`config.mk`:
```
export PLATFORM = sky130hd
export DESIGN_NAME = debug_stream_unit_flat
export DESIGN_NICKNAME = d
export VERILOG_FILES = /design/src/rtl/dbg_pkg.sv /design/src/rtl/debug_stream_unit_if.sv /design/src/rtl/dbg_frame_tx.sv /design/src/rtl/debug_stream_unit.sv /design/src/flat_wrapper.sv
export SDC_FILE = /design/constraint.sdc
export NUM_CORES = 1
export LEC_CHECK = 0
export CORE_AREA = 5 5 511 513
export CTS_CLUSTER_DIAMETER = 200
export DETAILED_ROUTE_END_ITERATION = 6
export DIE_AREA = 0 0 516 518
export GPL_TIMING_DRIVEN = 0
export PLACE_DENSITY = 0.3
export SYNTH_ARGS = -nofsm -noshare
export SYNTH_HDL_FRONTEND = slang
export SYNTH_SLANG_ARGS = --single-unit
```
`constraint.sdc`:
```
create_clock -name clk -period 5.2 [get_ports clk]
set_clock_uncertainty 0.2 [all_clocks]
set_input_delay 1.04 -clock clk [delete_from_list [all_inputs] [get_ports clk]]
set_output_delay 1.04 -clock clk [all_outputs]
set_load 0.1 [all_outputs]
```
`src/rtl/dbg_pkg.sv`:
```
//==============================================================================
// Module   : dbg_pkg
// Purpose  : Command bytes, frame sync byte and controller state encoding.
// Revision : 1.0
//==============================================================================
`default_nettype none

package dbg_pkg;

    localparam logic [7:0] CMD_STEP  = 8'h73;
    localparam logic [7:0] CMD_RUN   = 8'h63;
    localparam logic [7:0] CMD_HALT  = 8'h68;
    localparam logic [7:0] CMD_DUMP  = 8'h64;
    localparam logic [7:0] SYNC_BYTE = 8'hA5;

    typedef enum logic [2:0] {
        ST_HALT = 3'd0,
        ST_RUN  = 3'd1,
        ST_STEP = 3'd2,
        ST_SEND = 3'd3,
        ST_WAIT = 3'd4
    } dbg_state_e;

endpackage

`default_nettype wire

```
`src/rtl/debug_stream_unit_if.sv`:
```
//==============================================================================
// Module   : debug_stream_unit_if
// Purpose  : UART byte handshake, snapshot bus and pipeline controls.
// Revision : 1.0
//==============================================================================
`default_nettype none

interface debug_stream_unit_if #(
    parameter int NUM_WORDS = 40,
    parameter int WORD_W    = 32
);
    logic [7:0]                  rx_data;
    logic                        rx_valid;
    logic [NUM_WORDS*WORD_W-1:0] snap_data;
    logic [31:0]                 instr_id;
    logic [7:0]                  tx_data;
    logic                        tx_start;
    logic                        tx_done;
    logic                        enable;
    logic                        enable_pc;
    logic                        busy;
    logic                        halted;

    modport master (
        input  rx_data, rx_valid, snap_data, instr_id, tx_done,
        output tx_data, tx_start, enable, enable_pc, busy, halted
    );

    modport slave (
        output rx_data, rx_valid, snap_data, instr_id, tx_done,
        input  tx_data, tx_start, enable, enable_pc, busy, halted
    );
endinterface

`default_nettype wire

```
`src/rtl/dbg_frame_tx.sv`:
```
//==============================================================================
// Module   : dbg_frame_tx
// Purpose  : Serialises sync, count, snapshot bytes and optional checksum
//            (DBG_CHECKSUM_EN) through a start/done byte handshake.
// Revision : 1.0
//==============================================================================
`default_nettype none

module dbg_frame_tx
    import dbg_pkg::*;
#(
    parameter int NUM_WORDS = 40,
    parameter int WORD_W    = 32
) (
    input  wire logic                        clk,
    input  wire logic                        rst_n,
    input  wire logic                        go,
    input  wire logic [NUM_WORDS*WORD_W-1:0] snap_data,
    input  wire logic                        tx_done,
    output logic      [7:0]                  tx_data,
    output logic                             tx_start,
    output logic                             busy,
    output logic                             done
);

    localparam int c_num_bytes = NUM_WORDS * WORD_W / 8;
`ifdef DBG_CHECKSUM_EN
    localparam int c_frame_len = c_num_bytes + 3;
`else
    localparam int c_frame_len = c_num_bytes + 2;
`endif
    localparam int c_idx_w = $clog2(c_num_bytes + 3);

    localparam logic [c_idx_w-1:0] c_last_idx      = c_idx_w'(c_frame_len - 1);
    localparam logic [c_idx_w-1:0] c_last_data_idx = c_idx_w'(c_num_bytes + 1);
    localparam logic [c_idx_w-1:0] c_count_idx     = c_idx_w'(1);
    localparam logic [c_idx_w-1:0] c_one           = c_idx_w'(1);
    localparam logic [c_idx_w-1:0] c_two           = c_idx_w'(2);

    // ST_HALT doubles as the serialiser's idle state
    localparam logic [2:0] c_st_idle = ST_HALT;
    localparam logic [2:0] c_st_send = ST_SEND;
    localparam logic [2:0] c_st_wait = ST_WAIT;

    logic [2:0]                  r_state;
    logic [c_idx_w-1:0]          r_idx;
    logic [7:0]                  r_tx_data;
    logic [c_idx_w-1:0]          w_idx_nxt;
    logic [c_idx_w-1:0]          w_data_k;
    logic [NUM_WORDS*WORD_W-1:0] w_shifted;
    logic [7:0]                  w_byte_nxt;
    logic [7:0]                  w_csum_nxt;

    assign w_idx_nxt = r_idx + c_one;
    assign w_data_k  = w_idx_nxt - c_two;
    // Flattened snapshot byte k is word k/(W/8), byte k%(W/8), LSB first
    assign w_shifted = snap_data >> {w_data_k, 3'b000};

`ifdef DBG_CHECKSUM_EN
    logic [7:0] r_csum;

    // Sync byte (index 0) stays out of the checksum
    assign w_csum_nxt = (r_idx == '0) ? r_csum : (r_csum ^ r_tx_data);

    always_ff @(posedge clk) begin
        if (!rst_n) begin
            r_csum <= 8'h00;
        end else if (r_state == c_st_idle && go) begin
            r_csum <= 8'h00;
        end else if (r_state == c_st_wait && tx_done) begin
            r_csum <= w_csum_nxt;
        end
    end
`else
    assign w_csum_nxt = 8'h00;
`endif

    always_comb begin
        w_byte_nxt = w_csum_nxt;
        if (w_idx_nxt == c_count_idx) begin
            w_byte_nxt = 8'(NUM_WORDS);
        end else if (w_idx_nxt <= c_last_data_idx) begin
            w_byte_nxt = w_shifted[7:0];
        end
    end

    always_ff @(posedge clk) begin
        if (!rst_n) begin
            r_state   <= c_st_idle;
            r_idx     <= '0;
            r_tx_data <= 8'h00;
        end else begin
            case (r_state)
                c_st_idle: begin
                    if (go) begin
                        r_state   <= c_st_send;
                        r_idx     <= '0;
                        r_tx_data <= SYNC_BYTE;
                    end
                end
                c_st_send: r_state <= c_st_wait;
                c_st_wait: begin
                    if (tx_done) begin
                        if (r_idx == c_last_idx) begin
                            r_state <= c_st_idle;
                        end else begin
                            r_state   <= c_st_send;
                            r_idx     <= w_idx_nxt;
                            r_tx_data <= w_byte_nxt;
                        end
                    end
                end
                default: r_state <= c_st_idle;
            endcase
        end
    end

    assign tx_data  = r_tx_data;
    assign tx_start = (r_state == c_st_send);
    assign busy     = (r_state != c_st_idle);
    assign done     = (r_state == c_st_wait) && tx_done && (r_idx == c_last_idx);

endmodule

`default_nettype wire

```
`src/rtl/debug_stream_unit.sv`:
```
//==============================================================================
// Module   : debug_stream_unit
// Purpose  : UART-driven run/step/halt control that dumps a framed snapshot
//            whenever the pipeline stops. Option macro: DBG_CHECKSUM_EN.
// Revision : 1.0
//==============================================================================
`default_nettype none

module debug_stream_unit
    import dbg_pkg::*;
#(
    parameter int          NUM_WORDS  = 40,
    parameter int          WORD_W     = 32,
    parameter logic [31:0] HALT_INSTR = 32'hFFFF_FFFF
) (
    input wire logic      clk,
    input wire logic      rst_n,
    debug_stream_unit_if.master dbg
);

    localparam logic [2:0] c_st_halt = ST_HALT;
    localparam logic [2:0] c_st_run  = ST_RUN;
    localparam logic [2:0] c_st_step = ST_STEP;
    localparam logic [2:0] c_st_send = ST_SEND;

    logic [2:0] r_state;
    logic       w_halt_instr;
    logic       w_halt_req;
    logic       w_dump;
    logic       w_go;
    logic       w_frame_done;
    logic       w_enable;

    assign w_halt_instr = (dbg.instr_id == HALT_INSTR);
    assign w_halt_req   = (r_state == c_st_run) &&
                          ((dbg.rx_valid && dbg.rx_data == CMD_HALT) || w_halt_instr);
    assign w_dump       = (r_state == c_st_halt) && dbg.rx_valid && (dbg.rx_data == CMD_DUMP);
    assign w_go         = w_dump || (r_state == c_st_step) || w_halt_req;

    always_ff @(posedge clk) begin
        if (!rst_n) begin
            r_state <= c_st_halt;
        end else begin
            case (r_state)
                c_st_halt: begin
                    if (dbg.rx_valid) begin
                        case (dbg.rx_data)
                            CMD_STEP: r_state <= c_st_step;
                            CMD_RUN:  r_state <= c_st_run;
                            CMD_DUMP: r_state <= c_st_send;
                            default:  r_state <= c_st_halt;
                        endcase
                    end
                end
                c_st_run:  if (w_halt_req) r_state <= c_st_send;
                c_st_step: r_state <= c_st_send;
                c_st_send: if (w_frame_done) r_state <= c_st_halt;
                default:   r_state <= c_st_halt;
            endcase
        end
    end

    // The halt cycle already drops enable so the pipeline freezes before the dump
    assign w_enable      = (r_state == c_st_step) || ((r_state == c_st_run) && !w_halt_req);
    assign dbg.enable    = w_enable;
    assign dbg.enable_pc = w_enable && !w_halt_instr;
    assign dbg.halted    = (r_state == c_st_halt);

    dbg_frame_tx #(
        .NUM_WORDS (NUM_WORDS),
        .WORD_W    (WORD_W)
    ) u_frame_tx (
        .clk       (clk),
        .rst_n     (rst_n),
        .go        (w_go),
        .snap_data (dbg.snap_data),
        .tx_done   (dbg.tx_done),
        .tx_data   (dbg.tx_data),
        .tx_start  (dbg.tx_start),
        .busy      (dbg.busy),
        .done      (w_frame_done)
    );

endmodule

`default_nettype wire

```
`src/flat_wrapper.sv`:
```
// flat-port wrapper written by rule: the top's interface ports become plain ports
module debug_stream_unit_flat import dbg_pkg::*;
#(
    parameter int          NUM_WORDS  = 40,
    parameter int          WORD_W     = 32,
    parameter logic [31:0] HALT_INSTR = 32'hFFFF_FFFF
)
  (clk, rst_n, dbg_rx_data, dbg_rx_valid, dbg_snap_data, dbg_instr_id, dbg_tx_done, dbg_tx_data, dbg_tx_start, dbg_enable, dbg_enable_pc, dbg_busy, dbg_halted);
  debug_stream_unit_if #(.NUM_WORDS(NUM_WORDS), .WORD_W(WORD_W)) dbg_i ();
  input wire logic clk;
  input wire logic rst_n;
  input wire logic [$bits(dbg_i.rx_data)-1:0] dbg_rx_data;
  input wire logic [$bits(dbg_i.rx_valid)-1:0] dbg_rx_valid;
  input wire logic [$bits(dbg_i.snap_data)-1:0] dbg_snap_data;
  input wire logic [$bits(dbg_i.instr_id)-1:0] dbg_instr_id;
  input wire logic [$bits(dbg_i.tx_done)-1:0] dbg_tx_done;
  output wire logic [$bits(dbg_i.tx_data)-1:0] dbg_tx_data;
  output wire logic [$bits(dbg_i.tx_start)-1:0] dbg_tx_start;
  output wire logic [$bits(dbg_i.enable)-1:0] dbg_enable;
  output wire logic [$bits(dbg_i.enable_pc)-1:0] dbg_enable_pc;
  output wire logic [$bits(dbg_i.busy)-1:0] dbg_busy;
  output wire logic [$bits(dbg_i.halted)-1:0] dbg_halted;
  assign dbg_i.rx_data = dbg_rx_data;
  assign dbg_i.rx_valid = dbg_rx_valid;
  assign dbg_i.snap_data = dbg_snap_data;
  assign dbg_i.instr_id = dbg_instr_id;
  assign dbg_i.tx_done = dbg_tx_done;
  assign dbg_tx_data = dbg_i.tx_data;
  assign dbg_tx_start = dbg_i.tx_start;
  assign dbg_enable = dbg_i.enable;
  assign dbg_enable_pc = dbg_i.enable_pc;
  assign dbg_busy = dbg_i.busy;
  assign dbg_halted = dbg_i.halted;
  debug_stream_unit #(.NUM_WORDS(NUM_WORDS), .WORD_W(WORD_W), .HALT_INSTR(HALT_INSTR)) u_core (.clk(clk), .rst_n(rst_n), .dbg(dbg_i));
endmodule
```
# Yosys cells after proc, flatten, opt, wreduce, memory -nomap -nowiden
# Cells that the tools add are included.
# totals
reg_bits	22
wordCells	66
out_inout_bits	13
in_bits	1324
# classes
n_addsub	2
muxes	19
reduce_logical	21
shifts	1
magnitude_cmp	1
n_eq_ne	18
# ops
op	count
1280-bit by 11-bit right shift with 8-bit output	1
8-bit 2-to-1 mux	8
32-bit equality test (second input constant)	1
8-bit by 7-bit equality test with 1-bit output (second input constant)	4
8-bit case mux with 2 select lines	2
3-bit 2-to-1 mux	5
3-bit case mux with 4 select lines	1
2-bit != test (second input constant)	5
3-bit by 2-bit equality test with 1-bit output (second input constant)	3
3-bit case mux with 3 select lines	1
8-bit by 1-bit adder with 8-bit output (second input constant)	1
8-bit by 1-bit equality test with 1-bit output (second input constant)	1
8-bit equality test (second input constant)	1
8-bit less-or-equal comparator (second input constant)	1
1-bit logical AND	8
8-bit by 2-bit subtractor with 8-bit output (second input constant)	1
3-bit logical NOT	2
2-bit case mux with 3 select lines	1
1-bit logical OR	4
4-bit AND reduction	1
3-bit by 1-bit equality test with 1-bit output (second input constant)	1
3-bit equality test (second input constant)	1
3-bit AND reduction	1
3-bit nonzero test	1
other kinds (5)	6

# Logic depth before layout (Yosys ltp)
# logic_depth
depth_word	8
depth_mapped	25

# Hierarchy
# From an unflattened synthesis, not the netlist that was laid out.
# hier_totals
cells_unflattened	918
area_unflattened_um2	12117.9
# by_module_without_submodules
module	cells_each	n_inst	area_per_inst_um2
dbg_frame_tx	873	1	11722.5
debug_stream_unit	45	1	395.4

# Worst setup path before layout
# OpenSTA, ideal clock, no wires.
# synth_timing
kind	input to output
from	input dbg_rx_valid
to	output dbg_enable_pc
t_arrival_ns	4.580
slack_ns	-0.620
path_stages	6
path_buffers	0
required_ns	3.960
cell_sequence	or4b_1 nor2_1 a32oi_1 nand2_1 nand2b_1 a21boi_0
# synth_between
elab_chain_cells	7
# synth_lines
item	line_no	text
from (decl)	flat_wrapper.sv:13	input wire logic [$bits(dbg_i.rx_valid)-1:0] dbg_rx_valid;
1-bit logical AND	debug_stream_unit.sv:36	((dbg.rx_valid && dbg.rx_data == CMD_HALT) || w_halt_instr);
1-bit logical OR	debug_stream_unit.sv:36	
1-bit logical AND	debug_stream_unit.sv:35	assign w_halt_req = (r_state == c_st_run) &&
1-bit logical NOT	debug_stream_unit.sv:64	assign w_enable = (r_state == c_st_step) || ((r_state == c_st_run) && !w_halt_req);
1-bit logical AND	debug_stream_unit.sv:64	
1-bit logical OR	debug_stream_unit.sv:64	
named net dbg_enable	flat_wrapper.sv:19	output wire logic [$bits(dbg_i.enable)-1:0] dbg_enable;
1-bit logical AND	debug_stream_unit.sv:66	assign dbg.enable_pc = w_enable && !w_halt_instr;
to (decl)	flat_wrapper.sv:20	output wire logic [$bits(dbg_i.enable_pc)-1:0] dbg_enable_pc;
# The timed path passes the listed nets, and every way through them passes these cells.

# Worst setup path after layout
# layout_timing
from	input dbg_instr_id[12]
to	output dbg_enable
# layout_between
elab_chain_cells	6
# layout_lines
item	line_no	text
from (decl)	flat_wrapper.sv:15	input wire logic [$bits(dbg_i.instr_id)-1:0] dbg_instr_id;
32-bit equality test	debug_stream_unit.sv:34	assign w_halt_instr = (dbg.instr_id == HALT_INSTR);
1-bit logical OR	debug_stream_unit.sv:36	
1-bit logical AND	debug_stream_unit.sv:35	
1-bit logical NOT	debug_stream_unit.sv:64	
1-bit logical AND	debug_stream_unit.sv:64	
1-bit logical OR	debug_stream_unit.sv:64	
to (decl)	flat_wrapper.sv:19	
# No other way between the ends.

==> flow_summary_export.csv <==
group,metric,value,unit
worst_setup_path,required,3960,ps
sta,min_period,5090,ps
drt,routedWlPerCell,38.2,um
placement,dpl_cell_area,30100,um2
drt,drt_iter0_drc,991,
clock_tree,clk_latency,270,ps
synth,synthCells,1054,
pwr,total_power,2.05,mW
drt,drtPass1Iterations,6,
worst_setup_path,worstReg2RegStart,"u_core.u_frame_tx.r_idx[0]",
synth,synth.distinct_cells,76,
final_layout,area_delta_synth_final,154,%
drt,drc,0,
worst_setup_path,cp_num_buf_inv,2,
synth,synth_nets,2387,
synth,synth.avg_cell_area,11.8,um2
synth,ys_seq_area_frac,0.0323,
global_routing,grt_pass1_vias,19768,
clock_tree,cts_root_buf,"clkbuf_16",
clock_tree,cts_tree,"yes",
sta,timing.setup.tns,0,ps
drt,vias,17838,
clock_tree,cts_inserted_buffers,3,
clock_tree,hold_buffers,0,
die,core,256000,um2
worst_setup_path,cpLargestDelayFamily,"buffers and inverters",
worst_setup_path,max_stage_delay,1010,ps
placement,io_buffers,1336,
placement,routabilityCongestion,0.833,
die,num_rows,186,
hold_path,holdPathEnd,"u_core.u_frame_tx.r_idx[7]",
final_layout,drive_gt1_frac,0.241,
die,io_pins,1337,
final_layout,instances_no_fill,5849,
final_layout,layout_commonest_cell,"clkdlybuf4s50_1",
final_layout,final_area,31500,um2
sta,finalSetupViolCount,0,
synth,synth_seq_cells,20,
status,status,"complete, no violations",
clock_tree,cts_buffer_depth,2,
die,die_y,518,um
drt,drt_wl_total,224000,um
clock_tree,htreeDepth,1,
synth,synth_warnings,0,
clock_tree,cts_sinks,20,
sta,max_slew_margin,0.107,
worst_setup_path,r2r_cells,18,
worst_setup_path,crit_fanout,2,
pwr,powerDensity,65.2,nW/um2
worst_setup_path,r2r-end,"u_core.u_frame_tx.tx_data[2]",
sta,worst_pin_slew,1340,ps
drt,drtAntennaViolNets,0,
pwr,leakagePower,9.42,nW
worst_setup_path,crit_slowest_cell,"clkdlybuf4s50_1",
job,cap_violations,0,
worst_setup_path,regToRegSetupSlack,170,ps
sta,final.period_utilization,0.980,
placement,dpl.cell_count,5780,
synth,netlist_area,12400,um2
clock_tree,cts.clk_slew.worst_paths,80,ps
sta,rsz0062_at_grt,"no",
hold_path,worst_hold_startpoint,"u_core.u_frame_tx.r_idx[7]",
final_layout,layout_common_cells,"clkdlybuf4s50_1, mux4_2, nand2_1",
global_routing,grtUsageTotal,0.159,
global_routing,grt_max_degree,13,
worst_setup_path,cp.arrival,3850,ps
worst_setup_path,critPathCaptureType,"output pin",
global_routing,grt_overflow_total,0,
sta,max_freq,196,MHz
synth,synth-edff-count,0,
worst_setup_path,crit_chain,"clkdlybuf4s50_1, nand4_1, nor4_1, a32oi_1, nand2_1, nand2b_1, clkdlybuf4s50_1",
hold_path,hold_class,"reg -> reg",
sta,finalHoldViolCount,0,
global_routing,antenna_found_initial,114,
sta,slew_viol_final,0,
global_routing,grt_pass1_wl,266000,um
hold_path,hold_path_depth,2,
die,start_util,0.0484,
pwr,vdd_drop_max,0.0796,mV
die,dieArea,267000,um2
synth,synth-async-reset-ratio,0,
placement,dpl.hpwl,198000,um
worst_setup_path,cp-start-kind,"input pin",
die,die_w,516,um
synth,synth_ff_type,"dfxtp_1",
final_layout,nets,3766,
worst_setup_path,path_common_cell,"clkdlybuf4s50_1",
drt,drt-vias-per-instance,3.05,
worst_setup_path,path_class,"in -> out",
==> cells by family after synthesis <==
family | share of synthesized area
AOI/OAI and AO/OA | 0.0821
muxes | 0.669
buffers and inverters | 0.0653
and+or+nand+nor | 0.129
DFF | 0.0323
adders and majority gates | 0.00909
xor gates and xnor gates | 0.0130
==> where the power goes <==
part	internal [mW]	leakage, nW	switching (mW)
logic	1.11	9.20	0.549
registers	0.154	0.162	0.00109
clock network	0.154	0.0513	0.0835
==> cell usage after synthesis, types with 6 or more instances <==
| library cell | count | area [um2] |
|---|---|---|
| and3_1 | 13 | 81.3 |
| a31oi_1 | 15 | 93.8 |
| buf_2 | 47 | 235 |
| o2111ai_1 | 7 | 61.3 |
| ha_1 | 9 | 113 |
| clkbuf_1 | 28 | 105 |
| nor2_1 | 42 | 158 |
| nor3_1 | 7 | 35.0 |
| buf_4 | 39 | 293 |
| mux2_2 | 7 | 78.8 |
| mux2i_1 | 46 | 460 |
| inv_1 | 11 | 41.3 |
| o21ai_0 | 10 | 50.1 |
| nand2_1 | 164 | 616 |
| buf_6 | 9 | 101 |
| a211oi_1 | 8 | 60.1 |
| a21oi_1 | 30 | 150 |
| mux4_2 | 344 | 7750 |
| nand3_1 | 46 | 230 |
| o211ai_1 | 9 | 67.6 |
| a32oi_1 | 6 | 52.6 |
| dfxtp_1 | 20 | 400 |
| nand4_1 | 23 | 144 |
==> routing by layer <==
layer  vias up  GRT usage  part of all wire
met2      1140      0.287              0.50
met3       157     0.0309             0.062
met1      9139      0.195              0.41
met5         -          0           0.00092
met4        34     0.0332             0.023
li1       7368          -                 -
==> how the worst max path moves through the flow <==
stage,slack [ps],endpoint,startpoint,cells after the start
after global placement,-7890,u_core.u_frame_tx.tx_data[6],u_core.u_frame_tx.r_idx[0],20
after CTS,-50,u_core.u_frame_tx.tx_data[1],u_core.u_frame_tx.r_idx[0],23
after global routing,10,u_core.u_frame_tx.tx_data[1],u_core.u_frame_tx.r_idx[0],22
after detailed placement,-6560,u_core.u_frame_tx.tx_data[0],u_core.u_frame_tx.r_idx[0],20
after floorplan,100,dbg_enable_pc,dbg_rx_valid,6
final,110,dbg_enable,dbg_instr_id[12],7
==> flip-flops by register name, summed over array words and instances, names as in the netlist <==
name / cells
u_core.u_frame_tx.r_idx: 8
u_core.u_frame_tx.r_state: 2
u_core.r_state: 2
u_core.u_frame_tx.tx_data: 8
==> worst register-to-register path, stage by stage, from the launching register on <==
cell      delay, ps
dfxtp_2         360
buf_8           130
buf_16          130
buf_16          150
buf_16          150
buf_16          110
inv_4            30
ha_4            250
buf_8           130
buf_12          130
buf_4           380
buf_2           530
buf_2           550
mux4_2          410
mux2i_1         190
mux2i_1         110
o211ai_1        580
a21oi_1         160
o211a_1         250
==> stage by stage <==
stage / hold WS, ps / setup WS (ps) / util
CTS: 329 / -51.3 / 0.122
detailed placement: 317 / -6560 / 0.118
global route: 352 / 14.3 / 0.123
finish: 342 / 105 / 0.123
floorplan: 257 / 95.1 / -
global placement: 322 / -7890 / 0.117
==> final cells by class <==
type	count	area, um2
multi-input cells	894	11600
inverters	12	56.3
well taps	3384	4230
plain buffers	127	1200
fillers	29011	224000
repair buffers	1375	13800
clock inverters	1	30.0
diodes	33	82.6
clock buffers	3	75.1
flip-flops and latches	20	402
==> timing repair <==
item                                    in CTS  in global routing
endpoints found under the setup margin      10                  8
pin swaps                                   17                  6
buffers inserted                            31                  1
gates cloned                                 0                  1
resized for setup                          179                 17
Note: power is estimated with default switching activity, not from simulation.
